==> config.mk <==
export PLATFORM = sky130hd
export DESIGN_NAME = mc_control_unit
export DESIGN_NICKNAME = d
export VERILOG_FILES = /design/src/rtl/ctrl_pkg.sv /design/src/rtl/ctrl_wait_cnt.sv /design/src/rtl/mc_control_unit.sv
export SDC_FILE = /design/constraint.sdc
export NUM_CORES = 1
export LEC_CHECK = 0
export ABC_AREA = 1
export ABC_CLOCK_PERIOD_IN_PS = 2260
export CAP_MARGIN = 20
export CORE_MARGIN = 3
export CORE_UTILIZATION = 32
export CTS_CLUSTER_SIZE = 28
export DETAILED_ROUTE_END_ITERATION = 7
export MAX_ROUTING_LAYER = met4
export PLACE_DENSITY = 0.62
export SETUP_SLACK_MARGIN = 0.05
export SLEW_MARGIN = 10
export SYNTH_ARGS = -nofsm -noshare
export SYNTH_HDL_FRONTEND = slang
export SYNTH_SLANG_ARGS = --single-unit
==> constraint.sdc <==
create_clock -name clk -period 2.26 [get_ports clk]
set_clock_uncertainty 0.2 [all_clocks]
set_input_delay 0.452 -clock clk [delete_from_list [all_inputs] [get_ports clk]]
set_output_delay 0.452 -clock clk [all_outputs]
set_load 0.02 [all_outputs]
==> src/rtl/ctrl_pkg.sv <==
// Shared encodings for the multicycle control unit: state codes, opcode/Funct
// constants, datapath mux encodings and exception cause codes.
package ctrl_pkg;

    typedef enum logic [5:0] {
        S_RESET = 6'd0, S_FETCH, S_FETCH_WB, S_DECODE, S_EXEC_R, S_R_WB,
        S_BRANCH, S_MEM_ADDR, S_MEM_RD, S_MEM_WB, S_MEM_WR, S_LUI_WB,
        S_JUMP, S_BREAK, S_EXC_EPC, S_EXC_JUMP
    } state_e;

    localparam logic [5:0] OP_RTYPE = 6'h00;
    localparam logic [5:0] OP_J     = 6'h02;
    localparam logic [5:0] OP_BEQ   = 6'h04;
    localparam logic [5:0] OP_BNE   = 6'h05;
    localparam logic [5:0] OP_LUI   = 6'h0F;
    localparam logic [5:0] OP_LW    = 6'h23;
    localparam logic [5:0] OP_SW    = 6'h2B;

    localparam logic [5:0] FN_NOP   = 6'h00;
    localparam logic [5:0] FN_BREAK = 6'h0D;
    localparam logic [5:0] FN_ADD   = 6'h20;
    localparam logic [5:0] FN_SUB   = 6'h22;
    localparam logic [5:0] FN_AND   = 6'h24;
    localparam logic [5:0] FN_XOR   = 6'h26;

    typedef enum logic [2:0] {
        ALU_LOAD, ALU_ADD, ALU_SUB, ALU_AND, ALU_INC, ALU_NOT, ALU_XOR, ALU_CMP
    } aluop_e;

    localparam logic [1:0] SRCB_4      = 2'b00;
    localparam logic [1:0] SRCB_B      = 2'b01;
    localparam logic [1:0] SRCB_SHL2   = 2'b10;
    localparam logic [1:0] SRCB_SE     = 2'b11;

    localparam logic [1:0] PCS_ALU     = 2'b00;
    localparam logic [1:0] PCS_ALUOUT  = 2'b01;
    localparam logic [1:0] PCS_JUMP    = 2'b10;
    localparam logic [1:0] PCS_EXC     = 2'b11;

    localparam logic [1:0] MTR_ALUOUT  = 2'b00;
    localparam logic [1:0] MTR_MDR     = 2'b01;
    localparam logic [1:0] MTR_LUI     = 2'b10;

    localparam logic CAUSE_UNDEF = 1'b0;
    localparam logic CAUSE_OVF   = 1'b1;

    function automatic logic [2:0] funct_aluop(input logic [5:0] fn);
        case (fn)
            FN_ADD:  return ALU_ADD;
            FN_SUB:  return ALU_SUB;
            FN_AND:  return ALU_AND;
            FN_XOR:  return ALU_XOR;
            default: return ALU_LOAD;
        endcase
    endfunction

endpackage

==> src/rtl/ctrl_wait_cnt.sv <==
// Memory wait counter shared by FETCH, MEM_RD and MEM_WR; done flags the
// last cycle of a MEM_WAIT-long access.
module ctrl_wait_cnt #(
    parameter int MEM_WAIT = 1,
    parameter int CNT_W    = 3
) (
    input  logic clk,
    input  logic rst_i,
    input  logic clear_i,
    input  logic en_i,
    output logic done_o
);

    localparam logic [CNT_W-1:0] LAST = CNT_W'(MEM_WAIT - 1);

    logic [CNT_W-1:0] cnt_q, cnt_d;

    always_comb begin
        cnt_d = cnt_q;
        if (clear_i)
            cnt_d = '0;
        else if (en_i)
            cnt_d = cnt_q + 1'b1;
    end

    always_ff @(posedge clk) begin
        if (rst_i)
            cnt_q <= '0;
        else
            cnt_q <= cnt_d;
    end

    assign done_o = (cnt_q == LAST);

endmodule

==> src/rtl/mc_control_unit.sv <==
// Moore control FSM for the multicycle MIPS-subset datapath with precise
// exceptions. Define CTRL_OVF_EXC_EN to trap ADD/SUB overflow as cause 1.
module mc_control_unit
    import ctrl_pkg::*;
#(
    parameter int MEM_WAIT = 1,
    parameter int CNT_W    = 3
) (
    input  logic       clk,
    input  logic       Reset,
    input  logic [5:0] OP,
    input  logic [5:0] Funct,
    input  logic       Zero,
    input  logic       Overflow,
    output logic       PCWrite,
    output logic       IorD,
    output logic       MemRead,
    output logic       MemWrite,
    output logic       IRWrite,
    output logic       RegWrite,
    output logic       RegDst,
    output logic       ALUSrcA,
    output logic       AWrite,
    output logic       BWrite,
    output logic       ALUOutWrite,
    output logic       EPCWrite,
    output logic       CauseWrite,
    output logic       IntCause,
    output logic [1:0] ALUSrcB,
    output logic [1:0] MemtoReg,
    output logic [1:0] PCSource,
    output logic [2:0] ALUOp,
    output logic [5:0] State,
    output logic       Halted
);

    state_e state_q, state_d;
    logic   cause_q, cause_d;
    logic   wait_done;

`ifndef CTRL_OVF_EXC_EN
    logic unused_ovf;
    assign unused_ovf = Overflow;
`endif

    // Counter restarts on every state change so each wait state enters at 0.
    ctrl_wait_cnt #(.MEM_WAIT(MEM_WAIT), .CNT_W(CNT_W)) u_wait (
        .clk     (clk),
        .rst_i   (Reset),
        .clear_i (state_d != state_q),
        .en_i    (state_q inside {S_FETCH, S_MEM_RD, S_MEM_WR}),
        .done_o  (wait_done)
    );

    always_comb begin
        state_d     = state_q;
        cause_d     = cause_q;
        PCWrite     = 1'b0;
        IorD        = 1'b0;
        MemRead     = 1'b0;
        MemWrite    = 1'b0;
        IRWrite     = 1'b0;
        RegWrite    = 1'b0;
        RegDst      = 1'b0;
        ALUSrcA     = 1'b0;
        AWrite      = 1'b0;
        BWrite      = 1'b0;
        ALUOutWrite = 1'b0;
        EPCWrite    = 1'b0;
        CauseWrite  = 1'b0;
        IntCause    = 1'b0;
        ALUSrcB     = SRCB_4;
        MemtoReg    = MTR_ALUOUT;
        PCSource    = PCS_ALU;
        ALUOp       = ALU_LOAD;
        Halted      = 1'b0;

        case (state_q)
            S_RESET: state_d = S_FETCH;
            S_FETCH: begin
                MemRead = 1'b1;
                if (wait_done) state_d = S_FETCH_WB;
            end
            S_FETCH_WB: begin
                IRWrite = 1'b1;
                PCWrite = 1'b1;
                ALUOp   = ALU_ADD;
                state_d = S_DECODE;
            end
            S_DECODE: begin
                AWrite      = 1'b1;
                BWrite      = 1'b1;
                ALUOutWrite = 1'b1;
                ALUSrcB     = SRCB_SHL2;
                ALUOp       = ALU_ADD;
                state_d     = S_EXC_EPC;
                cause_d     = CAUSE_UNDEF;
                case (OP)
                    OP_RTYPE: begin
                        case (Funct)
                            FN_NOP:   state_d = S_FETCH;
                            FN_BREAK: state_d = S_BREAK;
                            FN_ADD, FN_SUB, FN_AND, FN_XOR: state_d = S_EXEC_R;
                            default:  state_d = S_EXC_EPC;
                        endcase
                    end
                    OP_BEQ, OP_BNE: state_d = S_BRANCH;
                    OP_LW, OP_SW:   state_d = S_MEM_ADDR;
                    OP_LUI:         state_d = S_LUI_WB;
                    OP_J:           state_d = S_JUMP;
                    default:        state_d = S_EXC_EPC;
                endcase
            end
            S_EXEC_R: begin
                ALUSrcA     = 1'b1;
                ALUSrcB     = SRCB_B;
                ALUOutWrite = 1'b1;
                ALUOp       = funct_aluop(Funct);
                state_d     = S_R_WB;
`ifdef CTRL_OVF_EXC_EN
                if (Overflow && (Funct == FN_ADD || Funct == FN_SUB)) begin
                    state_d = S_EXC_EPC;
                    cause_d = CAUSE_OVF;
                end
`endif
            end
            S_R_WB: begin
                RegWrite = 1'b1;
                RegDst   = 1'b1;
                state_d  = S_FETCH;
            end
            S_BRANCH: begin
                ALUSrcA  = 1'b1;
                ALUSrcB  = SRCB_B;
                ALUOp    = ALU_SUB;
                PCSource = PCS_ALUOUT;
                PCWrite  = (OP == OP_BEQ) ? Zero : ~Zero;
                state_d  = S_FETCH;
            end
            S_MEM_ADDR: begin
                ALUSrcA     = 1'b1;
                ALUSrcB     = SRCB_SE;
                ALUOp       = ALU_ADD;
                ALUOutWrite = 1'b1;
                state_d     = (OP == OP_SW) ? S_MEM_WR : S_MEM_RD;
            end
            S_MEM_RD: begin
                MemRead = 1'b1;
                IorD    = 1'b1;
                if (wait_done) state_d = S_MEM_WB;
            end
            S_MEM_WB: begin
                RegWrite = 1'b1;
                MemtoReg = MTR_MDR;
                state_d  = S_FETCH;
            end
            S_MEM_WR: begin
                MemWrite = 1'b1;
                IorD     = 1'b1;
                if (wait_done) state_d = S_FETCH;
            end
            S_LUI_WB: begin
                RegWrite = 1'b1;
                MemtoReg = MTR_LUI;
                state_d  = S_FETCH;
            end
            S_JUMP: begin
                PCWrite  = 1'b1;
                PCSource = PCS_JUMP;
                state_d  = S_FETCH;
            end
            S_BREAK: Halted = 1'b1;
            S_EXC_EPC: begin
                ALUOp      = ALU_SUB;
                EPCWrite   = 1'b1;
                CauseWrite = 1'b1;
                IntCause   = cause_q;
                state_d    = S_EXC_JUMP;
            end
            S_EXC_JUMP: begin
                PCWrite  = 1'b1;
                PCSource = PCS_EXC;
                state_d  = S_FETCH;
            end
            default: state_d = S_RESET;
        endcase

        // Reset kills any in-flight write immediately, before the edge lands.
        if (Reset) begin
            PCWrite     = 1'b0;
            MemRead     = 1'b0;
            MemWrite    = 1'b0;
            IRWrite     = 1'b0;
            RegWrite    = 1'b0;
            AWrite      = 1'b0;
            BWrite      = 1'b0;
            ALUOutWrite = 1'b0;
            EPCWrite    = 1'b0;
            CauseWrite  = 1'b0;
            Halted      = 1'b0;
        end
    end

    always_ff @(posedge clk) begin
        if (Reset) begin
            state_q <= S_RESET;
            cause_q <= CAUSE_UNDEF;
        end else begin
            state_q <= state_d;
            cause_q <= cause_d;
        end
    end

    assign State = state_q;

endmodule

Word-level counts from Yosys, hierarchy flattened

Cells that the tools add are included.

Register bits: 9
RAM bits: 0
Bits in latches: 0
Word-level logic and storage cells: 84
Bits in read-only memories: 0
Memories: 0
Bits of input ports: 16

Equal/unequal tests: 27
Reductions and logical operators: 19
Multipliers: 0
Add/subtract/negate cells: 1
Multiplexer cells: 34
Shift-type cells: 0
Div/mod/pow operators: 0
Bitwise logic cells: 1
$lt $le $gt $ge: 0

Operators by type and width:

| kind                | count |
|---|---|
| $eq 6x4->1 const B  | 10 |
| $pmux 6 s10         | 1 |
| $eq 6x3->1 const B  | 6 |
| $eq 6x6->1 const B  | 6 |
| $pmux 6 s5          | 1 |
| $mux 1              | 21 |
| $eq 6x2->1 const B  | 3 |
| $logic_not 6->1     | 3 |
| $mux 6              | 3 |
| $reduce_or 3->1     | 5 |
| $reduce_or 2->1     | 7 |
| $pmux 2 s3          | 2 |
| $pmux 3 s4          | 1 |
| $pmux 4 s3          | 1 |
| $pmux 3 s3          | 1 |
| $reduce_or 7->1     | 1 |
| $eq 6x1->1 const B  | 1 |
| $ne 6x6->1          | 1 |
| $pmux 2 s2          | 1 |
| $reduce_or 4->1     | 1 |
| $add 3x1->3 const B | 1 |
| $logic_not 3->1     | 1 |
| $reduce_bool 3->1   | 1 |
| $mux 2              | 1 |
| other kinds (2)     | 2 |

Depth between registers and ports, before layout

Depth after elaboration: 7
Mapped depth: 14
Depth with buffers taken out: 14

Cells and area by module

A second synthesis with hierarchy kept.

Cell total of the unflattened synthesis: 207
Area total of the unflattened synthesis: 1,148.6 um^2

Modules (own cells, without submodules):

| module          | instances | cells an instance | area an instance (um^2) |
|---|---|---|---|
| mc_control_unit | 1         | 184               | 991.0 |
| ctrl_wait_cnt   | 1         | 23                | 157.7 |

Least setup slack after synthesis

OpenSTA, ideal clock, no wires.

Kind: register to output
Start: reg state_q[0] (netlist: State[0])
End: out ALUOutWrite
Cell stages (with the launch flop): 8
Arrival: 1.644 ns
Required time: 1.608 ns
Setup slack: -0.036 ns
Cell sequence: dfxtp_1 -> buf_6 -> nand2_1 -> inv_1 -> nand2_1 -> nor2_1 -> inv_1 -> a21oi_1

Word-level cells in the longest chain between the ends: 4
Elaborated cells between the ends (all ways): 6

Ends and longest elaborated chain:

| what                                            | RTL line               | source |
|---|---|---|
| start, declared                                 | mc_control_unit.sv:37  | `state_e state_q, state_d;` |
| start signal, assigned                          | mc_control_unit.sv:209 | `state_q <= state_d;` |
| $eq 6x3->1 / $eq 6x2->1 (equally long branches) | mc_control_unit.sv:78  | `case (state_q)` |
| $reduce_or 3->1 (no line) *                     | -                      |  |
| $mux 1 *                                        | mc_control_unit.sv:78  |  |
| $mux 1 *                                        | mc_control_unit.sv:189 | `if (Reset) begin` |
| end, declared                                   | mc_control_unit.sv:25  | `output logic ALUOutWrite,` |

Mark *: on every way between the ends. The rest lies on a longest branch, timed or not.

Final worst setup path

Start: reg state_q[5] (netlist: State[5])
End: out PCWrite

Word-level cells in the longest chain between the ends: 4
Elaborated cells between the ends (all ways): 7

Ends and longest elaborated chain:

| what                                            | RTL line               | source |
|---|---|---|
| $eq 6x4->1 / $eq 6x2->1 (equally long branches) | mc_control_unit.sv:78  |  |
| $reduce_or 3->1 (no line)                       | -                      |  |
| $pmux 1 s2 *                                    | mc_control_unit.sv:78  |  |
| $mux 1 *                                        | mc_control_unit.sv:189 |  |
| end, declared                                   | mc_control_unit.sv:15  | `output logic PCWrite,` |

Marked as above.

==> results.sh <==
export IMPL_place_inst=365
export IMPL_cts_path_max_buffers=2
export IMPL_drive_above_1_share_pct=46.46
export IMPL_fin_cells=373
export IMPL_maxCapViolCount=0
export IMPL_cp_data_required_time_ps=1610
export IMPL_pwr_share_clk_pct=39.3
export IMPL_grt_overflow_total=0
export IMPL_status="finished clean"
export IMPL_hpwl_mm=3.195
export IMPL_worstPathMaxFanout=5
export IMPL_cts_root_buf="clkbuf_8"
export IMPL_period_needed_ps=2176
export IMPL_io_buffers=43
export IMPL_n_antenna_cell=0
export IMPL_nets=344
export IMPL_synth_ff_type="dfxtp_1"
export IMPL_synth_cell_types=30
export IMPL_endpoint_kind="output pin"
export IMPL_post_drt_wl_per_cell_um=10.13
export IMPL_synth_edf_count=0
export IMPL_cp_arrival_ps=1520
export IMPL_dr_pass1_iters=4
export IMPL_grt_pass1_wl_mm=5.975
export IMPL_dr_total_vias=1655
export IMPL_async_flop_share_pct=0
export IMPL_pwr_share_seq_pct=33.6
export IMPL_hold_viol_final=0
export IMPL_die_h_um=68.28
export IMPL_avgSynthCellArea_um2=5.694
export IMPL_p_int_uw=350.6
export IMPL_slew_viol_final=0
export IMPL_cts_sinks=9
export IMPL_max_freq_ghz=0.4595
export IMPL_ioPinCount=46
export IMPL_ctsHtreeMaxLevel=1
export IMPL_setup_viol=0
export IMPL_path_clk_slew_ps=50
export IMPL_detail_route_iter0_violations=49
export IMPL_critPathLaunchType="flop"
export IMPL_grt_setup_unrepaired="true"
export IMPL_start_util_pct=33.65
export IMPL_grt_pass1_vias=1423
export IMPL_switchingPower_uw=139.3
export IMPL_final_common_cell="buf_4"
export IMPL_coreArea_um2=3689
export IMPL_grt_max_degree=8
export IMPL_die_area_um2=4662
export IMPL_antenna_found_initial=0
export IMPL_min_path_type="reg2reg"
export IMPL_gp_congestion=0.8712
export IMPL_synth_yosys_warnings=0
export IMPL_p_per_area_nw_per_um2=226.7
export IMPL_hold_ws_ps=335.9
export IMPL_switching_share_pct=28.44
export IMPL_ys_ff_latch=9
export IMPL_num_rows=22
export IMPL_netlist_area_um2=1241
export IMPL_cts_buffers=3
export IMPL_syn_inst=218
export IMPL_vdd_ir_drop_worst_uv=254.1
export IMPL_vias_per_cell=4.437
export IMPL_die_w_um=68.28
export IMPL_combPwrFrac_pct=27.1
export IMPL_grtUsageTotal_pct=17.11
export IMPL_drc=0
export IMPL_period_share_pct=96.30
export IMPL_clock_latency_ps=240
export IMPL_final_util_pct=58.58
export IMPL_critical_path_class="reg2out"
export IMPL_final_cell_mix="buf_4 (63), nand2_1 (41), inv_1 (33), nor2_1 (32), nand3_1 (19)"
export IMPL_synthToLayoutAreaGrowth_pct=74.09
export IMPL_yosysSeqAreaShare_pct=14.52
export IMPL_wirelength_mm=3.780
export IMPL_tns_ps=0
export IMPL_ant_nets=0
export IMPL_cts_tree="done"
export IMPL_p_leak_nw=1.266
==> path summary, 6_finish.rpt <==
kind                        start         endpoint  slack, ps  cells past startpoint
setup / recovery         State[5]          PCWrite         80                      9
hold / removal    u_wait.cnt_q[2]  u_wait.cnt_q[2]        340                      3
setup reg to reg         State[5]  u_wait.cnt_q[0]        200                     16
hold reg to reg   u_wait.cnt_q[2]  u_wait.cnt_q[2]        340                      3
==> power groups by stage <==
stage	combinational, mW	clock [mW]	sequential, mW
2_1_floorplan	0.0536	0	0.172
5_1_grt	0.145	0.206	0.165
3_5_place_dp	0.129	0	0.170
6_report	0.133	0.192	0.165
3_3_place_gp	0.128	0	0.170
4_1_cts	0.129	0.193	0.167
==> logic make-up (layout without fill, tap and decap cells) <==
logic type | after synthesis | count (layout) | synth area share (%)
buf+inv | 48 | 153 | 16.03
other cells | 1 | 3 | 0.3021
flops | 9 | 9 | 14.52
fa+ha+maj | 2 | 2 | 2.016
xor+xnor | 2 | 2 | 1.412
compound gates | 20 | 20 | 9.174
simple gates | 136 | 136 | 56.55
==> what timing repair did <==
action / 4_1_cts / 5_1_grt
hold buffers: 0 / 0
resized for setup: 95 / 39
buffers inserted: 2 / 2
setup endpoints to repair: 26 / 20
pin swaps: 10 / 9
==> synth_stat cells, types with 2 or more instances <==
library cell	instances	area share (%)
a21oi_1	10	4.0
buf_4	3	1.8
dfxtp_1	9	15
ha_1	2	2.0
inv_1	35	11
inv_2	7	2.1
nand2_1	41	12
nand2_2	7	3.5
nand2_4	2	1.8
nand3_1	20	8.1
nand3_2	5	4.0
nand3b_4	2	3.2
nor2_1	40	12
nor2_2	10	5.0
nor2_4	5	4.5
nor3_1	2	0.81
o21ai_0	5	2.0
==> stage by stage <==
stage                     cell area [µm²]  power [mW]  setup WS, ps
after global routing                 2161      0.5158        -22.09
after floorplan                      1255      0.2255         49.42
after CTS                            2190      0.4887        -186.8
final                                2161      0.4900         83.72
after detailed placement             2151      0.2989        -802.4
after global placement               2151      0.2979        -793.2
==> registers in the layout, summed over array words and instances (netlist names) <==
| register | cells |
|---|---|
| u_wait.cnt_q | 3 |
| State | 6 |
==> area by class of cell <==
cell class | count | area, µm²
tap | 48 | 60.06
sequential | 9 | 195.2
fill | 385 | 1528
multi-input combinational | 163 | 913.4
timing repair buffer | 106 | 785.8
inverter | 43 | 161.4
clock buffer | 4 | 45.04
==> routing by layer <==
| layer | part of all wire [%] | global-route usage, % | wire length [µm] |
|---|---|---|---|
| met5 | 0 | - | 0 |
| met4 | 0.87 | 3.722 | 33 |
| met3 | 4.4 | 1.970 | 165 |
| met2 | 47 | 28.52 | 1791 |
| met1 | 47 | 22.14 | 1790 |
==> worst max-delay path, stage by stage, from the launching register on <==
cell and delay (ps):
dfxtp_4 350, nor2_4 130, buf_6 120, buf_4 100
buf_6 100, nand2_4 60, nor2_4 80, a21oi_1 50
a21oi_1 140, buf_4 150
Note: power is estimated with default switching activity, not from simulation.
